### src/rtl/dac_sel_pkg.sv
// rtl/dac_sel_pkg.sv - shared constants and state type for the DAC element selector
package dac_sel_pkg;

    localparam int NUM_ELEM = 6;
    localparam int IDX_W    = 3;
    localparam int CODE_W   = 3;

    // Requests above this count are clamped to it and flagged
    localparam logic [CODE_W-1:0] MAX_CODE = CODE_W'(6);

    typedef enum logic [0:0] {
        IDLE  = 1'b0,
        ISSUE = 1'b1
    } state_t;

endpackage

### src/rtl/elem_ptr_wrap.sv
// rtl/elem_ptr_wrap.sv - modulo-NUM_ELEM rotation pointer with advance and clear
module elem_ptr_wrap
    import dac_sel_pkg::*;
(
    input  logic             i_clk,
    input  logic             i_clr,
    input  logic             i_adv,
    output logic [IDX_W-1:0] o_ptr
);

    localparam logic [IDX_W-1:0] LAST_IDX = IDX_W'(NUM_ELEM - 1);

    logic [IDX_W-1:0] r_ptr;

    // Pointer register: clear wins, otherwise step and wrap from the last element to 0
    always_ff @(posedge i_clk) begin
        if (i_clr) begin
            r_ptr <= '0;
        end else if (i_adv) begin
            r_ptr <= (r_ptr == LAST_IDX) ? '0 : r_ptr + 1'b1;
        end
    end

    assign o_ptr = r_ptr;

endmodule

### src/rtl/elem_rotate_seq.sv
// rtl/elem_rotate_seq.sv - rotating element-issue sequencer driving the one-hot element decoder
module elem_rotate_seq
    import dac_sel_pkg::*;
(
    input  logic              clk,
    input  logic              rst,
    input  logic              code_valid,
    output logic              code_ready,
    input  logic [CODE_W-1:0] code,
    input  logic              sel_hold,
    output logic [IDX_W-1:0]  sel_s,
    output logic              sel_en,
    output logic              done,
    output logic              code_err,
    output logic [IDX_W-1:0]  ptr
);

    state_t            r_state;
    logic [CODE_W-1:0] r_rem;
    logic [IDX_W-1:0]  r_sel_s;
    logic              r_sel_en;
    logic              r_done;
    logic              r_code_err;

    state_t            w_state_nxt;
    logic [CODE_W-1:0] w_rem_nxt;
    logic [IDX_W-1:0]  w_sel_s_nxt;
    logic              w_sel_en_nxt;
    logic              w_done_nxt;
    logic              w_err_nxt;
    logic              w_adv;
    logic              w_xfer;
    logic              w_code_over;
    logic [CODE_W-1:0] w_code_eff;
    logic [IDX_W-1:0]  w_ptr;

    elem_ptr_wrap u_ptr (
        .i_clk (clk),
        .i_clr (rst),
        .i_adv (w_adv),
        .o_ptr (w_ptr)
    );

    assign code_ready  = (r_state == IDLE);
    assign w_xfer      = code_valid && code_ready;
    assign w_code_over = (code > MAX_CODE);
    assign w_code_eff  = w_code_over ? MAX_CODE : code;

    // State and output registers; reset discards any pending count
    always_ff @(posedge clk) begin
        if (rst) begin
            r_state    <= IDLE;
            r_rem      <= '0;
            r_sel_s    <= '0;
            r_sel_en   <= 1'b0;
            r_done     <= 1'b0;
            r_code_err <= 1'b0;
        end else begin
            r_state    <= w_state_nxt;
            r_rem      <= w_rem_nxt;
            r_sel_s    <= w_sel_s_nxt;
            r_sel_en   <= w_sel_en_nxt;
            r_done     <= w_done_nxt;
            r_code_err <= w_err_nxt;
        end
    end

    // Next-state logic: each issue presents the pointer, advances it and consumes one count
    always_comb begin
        w_state_nxt  = r_state;
        w_rem_nxt    = r_rem;
        w_sel_s_nxt  = r_sel_s;
        w_sel_en_nxt = 1'b0;
        w_done_nxt   = 1'b0;
        w_err_nxt    = 1'b0;
        w_adv        = 1'b0;
        case (r_state)
            IDLE: begin
                if (w_xfer) begin
                    w_err_nxt = w_code_over;
                    if (w_code_eff == '0) begin
                        w_done_nxt = 1'b1;
                    end else begin
                        w_state_nxt  = ISSUE;
                        w_sel_en_nxt = 1'b1;
                        w_sel_s_nxt  = w_ptr;
                        w_adv        = 1'b1;
                        w_rem_nxt    = w_code_eff - 1'b1;
                        w_done_nxt   = (w_code_eff == CODE_W'(1));
                    end
                end
            end
            ISSUE: begin
                // An exhausted count always retires, so hold cannot stretch the tail
                if (r_rem == '0) begin
                    w_state_nxt = IDLE;
                end else if (!sel_hold) begin
                    w_sel_en_nxt = 1'b1;
                    w_sel_s_nxt  = w_ptr;
                    w_adv        = 1'b1;
                    w_rem_nxt    = r_rem - 1'b1;
                    w_done_nxt   = (r_rem == CODE_W'(1));
                end
            end
            default: begin
                w_state_nxt = IDLE;
            end
        endcase
    end

    assign sel_s    = r_sel_s;
    assign sel_en   = r_sel_en;
    assign done     = r_done;
    assign code_err = r_code_err;
    assign ptr      = w_ptr;

endmodule

### config.mk
export PLATFORM = sky130hd
export DESIGN_NAME = elem_rotate_seq
export DESIGN_NICKNAME = d
export VERILOG_FILES = /design/src/rtl/dac_sel_pkg.sv /design/src/rtl/elem_ptr_wrap.sv /design/src/rtl/elem_rotate_seq.sv
export SDC_FILE = /design/constraint.sdc
export NUM_CORES = 1
export LEC_CHECK = 0
export ABC_AREA = 1
export BUFFER_PORTS_ARGS = -buffer_cell sky130_fd_sc_hd__buf_2
export CAP_MARGIN = 5
export CORE_UTILIZATION = 46
export DETAILED_ROUTE_END_ITERATION = 6
export HOLD_SLACK_MARGIN = 0.03
export PLACE_DENSITY = 0.72
export SYNTH_ARGS = -nofsm -noshare
export SYNTH_HDL_FRONTEND = slang
export SYNTH_HIERARCHICAL = 1
export SYNTH_SLANG_ARGS = --single-unit
### constraint.sdc
create_clock -name clk -period 1.63 [get_ports clk]
set_input_delay 0.326 -clock clk [delete_from_list [all_inputs] [get_ports clk]]
set_output_delay 0.326 -clock clk [all_outputs]
set_load 0.005 [all_outputs]
# After elaboration in Yosys (flattened, before gate mapping)
# Index checks and enable logic that the tools add are counted.
# totals
ff_bits	13
inputBits	7
output_inout_bits	10
word_cells	49
# classes
n_addsub	3
magnitude_cmp	1
eq_ne	7
mux	24
n_bitwise	2
n_reduce_logical	5
# ops
operator	count
3-bit two-way mux	10
3-bit one-hot mux with 2 select lines	2
1-bit two-way mux	9
3-bit by 1-bit equality test with 1-bit output, second input constant	2
3-bit zero test	2
2-bit inequality test, second input constant	3
1-bit one-hot mux with 2 select lines	3
3-bit by 1-bit subtractor with 3-bit output, second input constant	2
4-bit AND reduction	1
3-bit by 1-bit adder with 3-bit output, second input constant	1
3-bit equality test, second input constant	1
3-bit greater-than comparator, second input constant	1
3-bit OR reduction	1
2-bit by 1-bit inequality test with 1-bit output, second input constant	1
1-bit inverter	2
1-bit logical AND	1

# Depth between registers and ports, before layout
# Gate-level depths: netlist of the first run.
# logic_depth
word_depth	6
mapped_depth	11
ltp_nobuf	11

# By module
# The synthesis of the first run kept the hierarchy.
# modules_own_cells
module	instances	cells_per_inst	area_each_um2	seq_area_each_um2
elem_rotate_seq	1	85	615.6	200.2
elem_ptr_wrap	1	19	127.6	60.1

# Worst setup path after synthesis of the first run
# Ideal clock, no wire load.
# synth_timing
path_kind	in2reg
start	input code[1]
end	register u_ptr.r_ptr[1], in the netlist u_ptr/o_ptr[1]
setup_time_ps	113
t_arrival_ps	1477
required_ps	1517
slack_ps	39
cell_stages	10
n_path_buf	0
path_cell_list	nand3_1 nand2_1 ha_1 ha_1 o21ai_2 nand3_4 inv_1 nand3_1 nand2_1 nor2_2
# synth_via
elab_chain_cells	6
# synth_lines
item	line	source
start, declared	elem_rotate_seq.sv:9	input logic [CODE_W-1:0] code,
3-bit greater-than comparator	elem_rotate_seq.sv:46	assign w_code_over = (code > MAX_CODE);
3-bit two-way mux *	elem_rotate_seq.sv:47	assign w_code_eff = w_code_over ? MAX_CODE : code;
3-bit zero test *	elem_rotate_seq.sv:81	if (w_code_eff == '0) begin
1-bit two-way mux *	elem_rotate_seq.sv:81	
1-bit two-way mux *	elem_rotate_seq.sv:79	if (w_xfer) begin
1-bit one-hot mux with 2 select lines *	elem_rotate_seq.sv:77	case (r_state)
named net w_adv	elem_rotate_seq.sv:31	logic w_adv;
end signal, assigned	elem_ptr_wrap.sv:20	r_ptr <= (r_ptr == LAST_IDX) ? '0 : r_ptr + 1'b1;
end, declared	elem_ptr_wrap.sv:13	logic [IDX_W-1:0] r_ptr;
# Mark *: on every way through the listed nets, which the timed path passes. The rest lies on a longest branch.
# A chain may end at the register's enable or synchronous reset.

# Worst setup path in the final report of the first run
# layout_timing
start	input code[2]
end	register u_ptr.r_ptr[1], in the netlist u_ptr/o_ptr[1]
# Same word-level chain as after synthesis.

==> reports/qor.txt, run 1 <==
Final Max Slew Viols: 0
final setup TNS: 0 ns
Lkg Pwr: 0.476 nW
Clock transition at path regs: 0.08 ns
chip height: 42.2 microns
# IOs: 17
Post-Route WL: 1.48 mm
final std cells w/o fill: 143
ANT nets after route: 0
Area growth, synth to finish: 19.5%
final instance area: 888 sq um
DR DRC count: 0
critical path's slowest cell: ha_1
crit end category: flop
Hold Crit Class: in -> reg
depth of the worst register-to-register path: 8
crit share post-route: 88.8%
layout cells sized above 1: 28.3%
DR vias: 690
Final HPWL DP: 1.15 mm
full die area: 0.00178 sq mm
Post-Synthesis Cells: 104
post-synth net total: 116
status: finished, final reports clean
worst vdd ir: 0.569 mV
# setup viols final: 0
GRT Residual Overflow: 0
RSZ-0062 raised after global routing: false
die extent in x: 42.2 microns
Distinct cells, synth: 15
via count normalized by instance count: 4.83
root buf cell: clkbuf_4
maxcap violations: 0
Achievable Freq: 0.691 GHz
Max Root-Sink Buffers: 2
Syn. warnings: 6
nets: 140
Fillers: 144
worst r2r dst: u_ptr/o_ptr[1]
GRT Total Usage: 20.4%
startpoint type of the worst setup path: input pin
first-pass GRT wire length: 2.70 mm
clk_lat worst skew: 0.28 ns
FF-to-FF setup slack: 0.34 ns
hold_ws: 0.273 ns
crit-path cells: buf_2 -> nand3_1 -> nand2_1 -> ha_1 -> ha_1 -> o21ai_2 -> nand3_4 -> inv_2 -> nand3_1 -> nand2_1 -> nor2_2
first-iteration detailed-routing DRC count: 6
Largest stage delay, worst path: 0.23 ns
Syn Std Cell Area: 743 sq um
Post-CTS Setup Inserts: 0
hold path start: rst
Cell Area, Placed: 862 sq um
CTS buffer count: 3
CP max FO: 4
Slew headroom: 87.2%
PortBufs: 16
H-tree Lvls: 1
GPL Wtd Cong: 0.778
post-CTS sizing: 0
First-pass DRT Iterations: 4
register area share after synthesis: 35.0%
initial antenna violation count: 0
Placement Setup Slack: -0.139 ns
standard-cell row count: 14
Initial Util: 49.3%
placed insts: 139
Core Box Area: 0.00151 sq mm
FF-to-FF Start: r_rem[0]
hold path depth: 2
Clock Skew: 0.000981 ns
pwr dens: 930 mW/mm^2
Hold Path Sink: r_state
WS Path Type: in -> reg
fin worst setup slack: 0.182 ns
flops & latches, synth: 13
# diodes: 0
number of hold buffers added after cts: 0
Period minus WS final: 1.45 ns
Final Hold Viols: 0
CP Data Required Time: 1.81 ns
largest net degree at the start of global routing: 8
worst-margin pin slew: 0.190 ns
CTS Sinks: 13
Synth Area per Inst: 7.15 sq um
Pwr Total: 0.826 mW
vias in the first global route: 644
post-layout util: 59.0%
data arrival at the endpoint of the critical path: 1.63 ns
CTS tree: built
post-DR wirelength/cell: 10.4 microns
## Yosys cell counts, drive strengths merged
master / instances / area, sq um
inv: 19 / 71.3
buf: 1 / 11.3
dfxtp: 13 / 260
nor2: 19 / 78.8
a21oi: 2 / 10.0
nor4: 1 / 6.26
nand3: 14 / 108
o21ai: 2 / 17.5
ha: 5 / 62.6
nand2: 26 / 105
or2: 2 / 12.5
## worst max-delay path, delay by kind of cell
family / cells / cell delay (ns)
buffers and inverters: 2 / 0.20
AND/OR/NAND/NOR: 6 / 0.49
AO/OA/AOI/OAI: 1 / 0.18
adder cells (fa/ha/maj): 2 / 0.43
## layout make-up
type	count	area, sq um	share of cell area [%]
multi-input cells	71	400	45.1
flip-flops and latches	13	260	29.3
repair buffers	20	110	12.4
inverters	19	71.3	8.03
clock buffers	4	26.3	2.96
well taps	16	20.0	2.25
## worst max-delay path by stage
stage	startpoint	end	slack [ns]	depth (start not counted)
floorplan	code[1]	u_ptr/o_ptr[1]	0.04	10
global placement	code[1]	u_ptr/o_ptr[1]	-0.08	11
CTS	code[2]	u_ptr/o_ptr[1]	0.16	11
finish	code[2]	u_ptr/o_ptr[1]	0.18	11
global route	code[2]	u_ptr/o_ptr[1]	0.04	12
detailed placement	code[2]	u_ptr/o_ptr[1]	-0.14	11
## logic make-up (layout without fill, tap and decap cells)
logic type,Yosys count,after routing,synth area share (%)
AND/OR/NAND/NOR,62,62,41.8
buffers and inverters,20,43,11.1
flip-flops,13,13,35.0
adder cells (fa/ha/maj),5,5,8.42
AO/OA/AOI/OAI,4,4,3.70
## sequential cells by signal, summed over array words and instances, names as in the netlist
signal / flops
sel_s: 3
r_state: 1
r_rem: 3
u_ptr/o_ptr: 3
sel_en: 1
done: 1
code_err: 1
## metal layers
layer	up-vias	track usage [%]	share of wire, %
met5	-	0	0
li1	365	-	-
met3	5	3.88	2.8
met4	0	15.0	3.5
met1	307	24.6	47
met2	13	32.0	46
## power breakdown
part / switching, mW / internal, mW
registers: 0.0174 / 0.349
logic: 0.152 / 0.105
clock network: 0.108 / 0.0952
## cells in the final DEF, fill, tap and decap left out
master	instances
buf_2	16
clkbuf_1	1
nand3_4	3
nor4_1	1
nor2_1	16
or2_1	2
inv_1	17
nand2_2	3
nand2_1	23
ha_1	5
buf_4	4
inv_2	2
a21oi_1	2
nor2_2	3
nand3_1	11
o21ai_2	2
clkbuf_4	3
dfxtp_1	13
No activity file was read; power rests on OpenSTA's default activity.
==> run 2, diff against run 1 <==
--- a/config.mk
+++ b/config.mk
@@ -12,6 +12,7 @@
 export DETAILED_ROUTE_END_ITERATION = 6
 export HOLD_SLACK_MARGIN = 0.03
 export PLACE_DENSITY = 0.72
+export REMOVE_ABC_BUFFERS = 1
 export SYNTH_ARGS = -nofsm -noshare
 export SYNTH_HDL_FRONTEND = slang
 export SYNTH_HIERARCHICAL = 1
==> run 2 against run 1 <==
  * Register-to-register slack lost 0.02 ns
  * Cell count stayed put
  * Utilization stayed put
  * Fmax down 1.8%
  * Critical endpoint unchanged
  * Critical path type unchanged
  * Count of clock-buffer cells in the layout is the same
  * Highest routed layer unchanged
  * Largest cell class unchanged
  * Sequential share of layout area stayed put
  * First-iteration DRC count is 50% higher
==> reports/qor.txt, run 2 (synthesis results as in run 1) <==
# diodes: 0 (unchanged)
clk_lat worst skew: 0.28 ns (about the same)
number of hold buffers added after cts: 0 (unchanged)
RSZ-0062 raised after global routing: false
largest net degree at the start of global routing: 8 (unchanged)
GRT Residual Overflow: 0 (unchanged)
via count normalized by instance count: 4.77 (-1.2%)
crit end category: flop
FF-to-FF setup slack: 0.32 ns (-0.02 ns)
CP max FO: 4 (unchanged)
CTS tree: built
H-tree Lvls: 1 (unchanged)
initial antenna violation count: 0 (unchanged)
Final Hold Viols: 0 (unchanged)
crit share post-route: 90.5% (+1.7 points)
status: finished, final reports clean
Flop pwr share: 44.3% (about the same)
nets: 140 (unchanged)
P_int: 0.548 mW (about the same)
ANT nets after route: 0 (unchanged)
first-iteration detailed-routing DRC count: 9 (+3)
FF-to-FF Start: r_rem[0]
die extent in x: 42.2 microns (unchanged)
worst r2r dst: u_ptr/o_ptr[1]
hold path start: rst
layout cells sized above 1: 27.6% (-0.79 points)
Net Sw Power: 0.279 mW (+0.42%)
Post-Route WL: 1.47 mm (-0.94%)
Initial Util: 49.3% (unchanged)
most frequent cells in the layout: nand2_1 (23), inv_1 (18), nor2_1 (16), buf_2 (16), dfxtp_1 (13)
Period minus WS final: 1.48 ns (+0.0272 ns)
post-CTS sizing: 0 (unchanged)
# IOs: 17 (unchanged)
placed insts: 139 (unchanged)
DR top layer: met4
Lkg Pwr: 0.477 nW (+0.26%)
CTS Sinks: 13 (unchanged)
PortBufs: 16 (unchanged)
Max Root-Sink Buffers: 2 (unchanged)
worst-margin pin slew: 0.219 ns (+0.0286 ns)
final std cells w/o fill: 143 (unchanged)
Achievable Freq: 0.678 GHz (-1.8%)
hold path depth: 2 (unchanged)
commonest non-fill, non-tap cell in the layout: nand2_1
part of the power in the clock network: 24.8% (+0.2 points)
met1 wire length: 700 microns (+0.29%)
post-DR wirelength/cell: 10.3 microns (-0.94%)
Hold Path Sink: r_state
met2 WL: 684 microns (-0.58%)
maxcap violations: 0 (unchanged)
final instance area: 888 sq um (unchanged)
Hold Crit Class: in -> reg
first-pass GRT wire length: 2.35 mm (-13%)
Cell Area, Placed: 862 sq um (unchanged)
data arrival at the endpoint of the critical path: 1.70 ns (+0.07 ns)
CP Data Required Time: 1.85 ns (+0.04 ns)
Comb power frac: 30.9% (-0.2 points)
Final HPWL DP: 1.12 mm (-2.3%)
First-pass DRT Iterations: 4 (unchanged)
DR DRC count: 0 (unchanged)
full die area: 0.00178 sq mm (unchanged)
startpoint type of the worst setup path: input pin
standard-cell row count: 14 (unchanged)
vias in the first global route: 574 (-11%)
Area growth, synth to finish: 19.5% (unchanged)
chip height: 42.2 microns (unchanged)
WS Path Type: in -> reg
Core Box Area: 0.00151 sq mm (unchanged)
depth of the worst register-to-register path: 9 (+1)
Clock Skew: 0.00395 ns (+0.00297 ns)
GPL Wtd Cong: 0.759 (-2.4%)
worst vdd ir: 0.671 mV (+18%)
Slew headroom: 85.3% (-1.9 points)
Post-CTS Setup Inserts: 0 (unchanged)
root buf cell: clkbuf_4
CTS buffer count: 3 (unchanged)
Clock transition at path regs: 0.08 ns (about the same)
pwr dens: 931 mW/mm^2 (+0.10%)
Sw Share: 33.7% (+0.11 points)
# setup viols final: 0 (unchanged)
metal3 WL: 52 microns (+24%)
GRT Total Usage: 17.8% (-2.6 points)
DR vias: 682 (-1.2%)
Final Max Slew Viols: 0 (unchanged)
==> run 2: cell counts in the layout (fill, tap and decap cells not counted) <==
No cell type changed its count.
==> run 2: final cells by class <==
type	instances	area [sq um]
fill	140	618
multi-input combinational	71	400
sequential	13	260
timing repair buffer	20	110
inverter	19	71.3
clock buffer	4	26.3
tap	16	20.0
==> run 2: metrics by stage <==
step | TNS [ns] | utilization (%) | total power [mW] | hold WS (ns) | worst slack [ns]
2_1_floorplan | 0 | - | 0.550 | 0.395 | 0.0393
3_3_place_gp | -0.451 | 57.2 | 0.622 | 0.507 | -0.0851
3_5_place_dp | -0.802 | 57.2 | 0.629 | 0.514 | -0.138
4_1_cts | 0 | 59.0 | 0.832 | 0.269 | 0.153
5_1_grt | 0 | 59.0 | 0.877 | 0.289 | 0.0204
6_report | 0 | 59.0 | 0.827 | 0.272 | 0.155
==> run 2: routing by layer <==
metal	up-vias	GRT usage, %
li1	362	-
met1	303	21.0
met2	13	29.5
met3	4	4.31
met4	0	9.38
met5	-	0
==> run 2: worst max-delay path by stage <==
stage                        from              to  slack [ns]  cells past startpoint
after floorplan           code[1]  u_ptr/o_ptr[1]        0.04                     10
after global placement    code[1]  u_ptr/o_ptr[1]       -0.09                     11
after detailed placement  code[1]  u_ptr/o_ptr[2]       -0.14                     11
after CTS                 code[1]  u_ptr/o_ptr[2]        0.15                     11
after global routing      code[1]  u_ptr/o_ptr[2]        0.02                     12
final                     code[1]  u_ptr/o_ptr[1]        0.15                     12
==> run 2: power by group through the flow <==
stage          sequential (mW)  combinational [mW]  clock, mW
2_1_floorplan            0.382               0.168          0
3_3_place_gp             0.374               0.248          0
3_5_place_dp             0.374               0.255          0
4_1_cts                  0.367               0.257      0.209
5_1_grt                  0.370               0.287      0.221
6_report                 0.367               0.255      0.205
==> run 2: worst max-delay path, cell delays in order <==
cell and delay [ns]:
buf_2 0.10, nand3_1 0.10, nand2_1 0.08, ha_1 0.20, ha_1 0.22, o21ai_2 0.18, nand3_4 0.08, inv_1 0.11
nand2_1 0.09, nand2_1 0.08, nand2_1 0.06, nor2_2 0.07
==> run 3, diff against run 2 <==
--- a/config.mk
+++ b/config.mk
@@ -13,6 +13,7 @@
 export HOLD_SLACK_MARGIN = 0.03
 export PLACE_DENSITY = 0.72
 export REMOVE_ABC_BUFFERS = 1
+export SETUP_SLACK_MARGIN = 0.2
 export SYNTH_ARGS = -nofsm -noshare
 export SYNTH_HDL_FRONTEND = slang
 export SYNTH_HIERARCHICAL = 1
==> run 3 against run 2 <==
  * Worst setup slack better by 0.089 ns
  * Utilization is 3.7 points higher
  * Clock skew hardly changed
  * Flip-flop and latch count stayed put
  * Power is 3.2% higher
  * Global-route usage is 0.089 points higher
  * Count of clock-buffer cells in the layout stayed put
  * Sequential share of layout area is 1.7 points lower
  * First-iteration DRC count stayed put
  * Register-to-register slack better by 0.04 ns
  * Fmax is 6.4% higher
  * Largest cell class unchanged
  * Highest routed layer unchanged
==> reports/qor.txt, run 3 (synthesis results as in run 1) <==
status: finished, final reports clean
Final Max Slew Viols: 0 (unchanged)
crit share post-route: 85.0% (-5.5 points)
first-pass GRT wire length: 2.36 mm (+0.55%)
final instance area: 945 sq um (+6.3%)
Core Box Area: 0.00151 sq mm (unchanged)
ANT nets after route: 0 (unchanged)
first-iteration detailed-routing DRC count: 9 (unchanged)
WS Path Type: reg -> out
Clock transition at path regs: 0.09 ns (about the same)
CTS Sinks: 13 (unchanged)
Largest stage delay, worst path: 0.32 ns (+0.10 ns)
chip height: 42.2 microns (unchanged)
Pwr Total: 0.854 mW (+3.2%)
number of hold buffers added after cts: 0 (unchanged)
CTS tree: built
Period minus WS final: 1.39 ns (-0.0892 ns)
Post-Route WL: 1.57 mm (+7.1%)
storage element area: 260 sq um (unchanged)
DR vias: 698 (+2.3%)
Initial Util: 49.3% (unchanged)
GRT Total Usage: 17.9% (+0.089 points)
Fillers: 130 (-7.1%)
worst vdd ir: 0.680 mV (+1.5%)
crit-path cells: buf_4 -> inv_1 -> buf_2
Slew headroom: 85.3% (about the same)
startpoint type of the worst setup path: flop
vias in the first global route: 572 (-0.35%)
Clock Skew: 0.00420 ns (+0.000253 ns)
CP Data Required Time: 1.30 ns (-0.55 ns)
Placement Setup Slack: -0.138 ns (unchanged)
via count normalized by instance count: 4.85 (+1.6%)
RSZ-0062 raised after global routing: false
crit end category: output port
# diodes: 0 (unchanged)
CTS buffer count: 3 (unchanged)
Cell Area, Placed: 862 sq um (unchanged)
worst-margin pin slew: 0.219 ns (-0.00000334 ns)
pwr dens: 904 mW/mm^2 (-2.9%)
largest net degree at the start of global routing: 8 (unchanged)
Achievable Freq: 0.722 GHz (+6.4%)
nets: 141 (+0.71%)
PortBufs: 16 (unchanged)
# IOs: 17 (unchanged)
data arrival at the endpoint of the critical path: 1.06 ns (-0.64 ns)
maxcap violations: 0 (unchanged)
layout cells sized above 1: 35.2% (+7.6 points)
fin worst setup slack: 0.244 ns (+0.0892 ns)
Area growth, synth to finish: 27.1%
# setup viols final: 0 (unchanged)
Final HPWL DP: 1.12 mm (unchanged)
full die area: 0.00178 sq mm (unchanged)
Hold Crit Class: in -> reg
Max Root-Sink Buffers: 2 (unchanged)
Top delay family on crit path: buffers and inverters
Final Hold Viols: 0 (unchanged)
most frequent cells in the layout: nand2_1 (21), inv_1 (17), buf_2 (16), nor2_1 (14), dfxtp_1 (13)
die extent in x: 42.2 microns (unchanged)
DR DRC count: 0 (unchanged)
root buf cell: clkbuf_4
Lkg Pwr: 0.483 nW (+1.2%)
post-DR wirelength/cell: 10.9 microns (+6.3%)
critical path's slowest cell: dfxtp_1
commonest non-fill, non-tap cell in the layout: nand2_1
GRT Residual Overflow: 0 (unchanged)
H-tree Lvls: 1 (unchanged)
GPL Wtd Cong: 0.759 (unchanged)
initial antenna violation count: 0 (unchanged)
CP max FO: 7 (+3)
Multi-input gate area: 443 sq um (+11%)
worst path bufs/invs: 3 (+1)
First-pass DRT Iterations: 4 (unchanged)
standard-cell row count: 14 (unchanged)
clk_lat worst skew: 0.28 ns (about the same)
==> run 3: layout make-up <==
class,count,area share (%)
multi-input cells,71,46.9
flip-flops and latches,13,27.5
clock buffers,4,2.78
inverters,19,7.81
well taps,16,2.12
repair buffers,21,12.8
==> run 3: worst reg2reg max path: cells and delay by family (launching register included) <==
family | cells | cell delay, ns
buffers and inverters | 2 | 0.16
adders and majority gates | 1 | 0.26
DFF | 1 | 0.33
and+or+nand+nor | 5 | 0.43
==> run 3: power breakdown <==
part | internal [mW] | total (mW) | switching, mW
Sequential | 0.349 | 0.368 | 0.0192
Combinational | 0.116 | 0.280 | 0.164
Clock | 0.0948 | 0.206 | 0.111
Total | 0.560 | 0.854 | 0.294
==> run 3: per-layer routing <==
| metal | GRT usage [%] | vias to the layer above | wire [microns] |
|---|---|---|---|
| met5 | 0 | - | 0 |
| met4 | 9.38 | 0 | 20 |
| met3 | 4.31 | 2 | 50 |
| met2 | 29.5 | 11 | 780 |
| met1 | 21.3 | 318 | 721 |
| li1 | - | 367 | - |
==> run 3: final timing paths <==
| check | slack, ns | endpoint | from | cells after the start |
|---|---|---|---|---|
| setup / recovery | 0.24 | code_ready | r_state | 3 |
| hold / removal | 0.27 | done | rst | 2 |
| setup reg to reg | 0.36 | u_ptr/o_ptr[2] | r_rem[0] | 8 |
| hold reg to reg | 0.54 | sel_s[2] | u_ptr/o_ptr[2] | 2 |
==> run 3: repair_timing <==
| action | in CTS | in global routing |
|---|---|---|
| buffers inserted | 0 | 1 |
| resized for setup | 2 | 11 |
| setup endpoints to repair | 3 | 9 |
| pin swaps | 1 | 4 |
| hold endpoints to repair | 0 | 0 |
==> run 3: metrics by stage <==
step | utilization, % | setup TNS (ns) | hold slack (ns) | std cells
2_1_floorplan | - | 0 | 0.395 | 103
3_3_place_gp | 57.2 | -0.451 | 0.507 | 139
3_5_place_dp | 57.2 | -0.802 | 0.514 | 139
4_1_cts | 59.1 | 0 | 0.269 | 143
5_1_grt | 62.7 | 0 | 0.289 | 144
6_report | 62.7 | 0 | 0.274 | 144
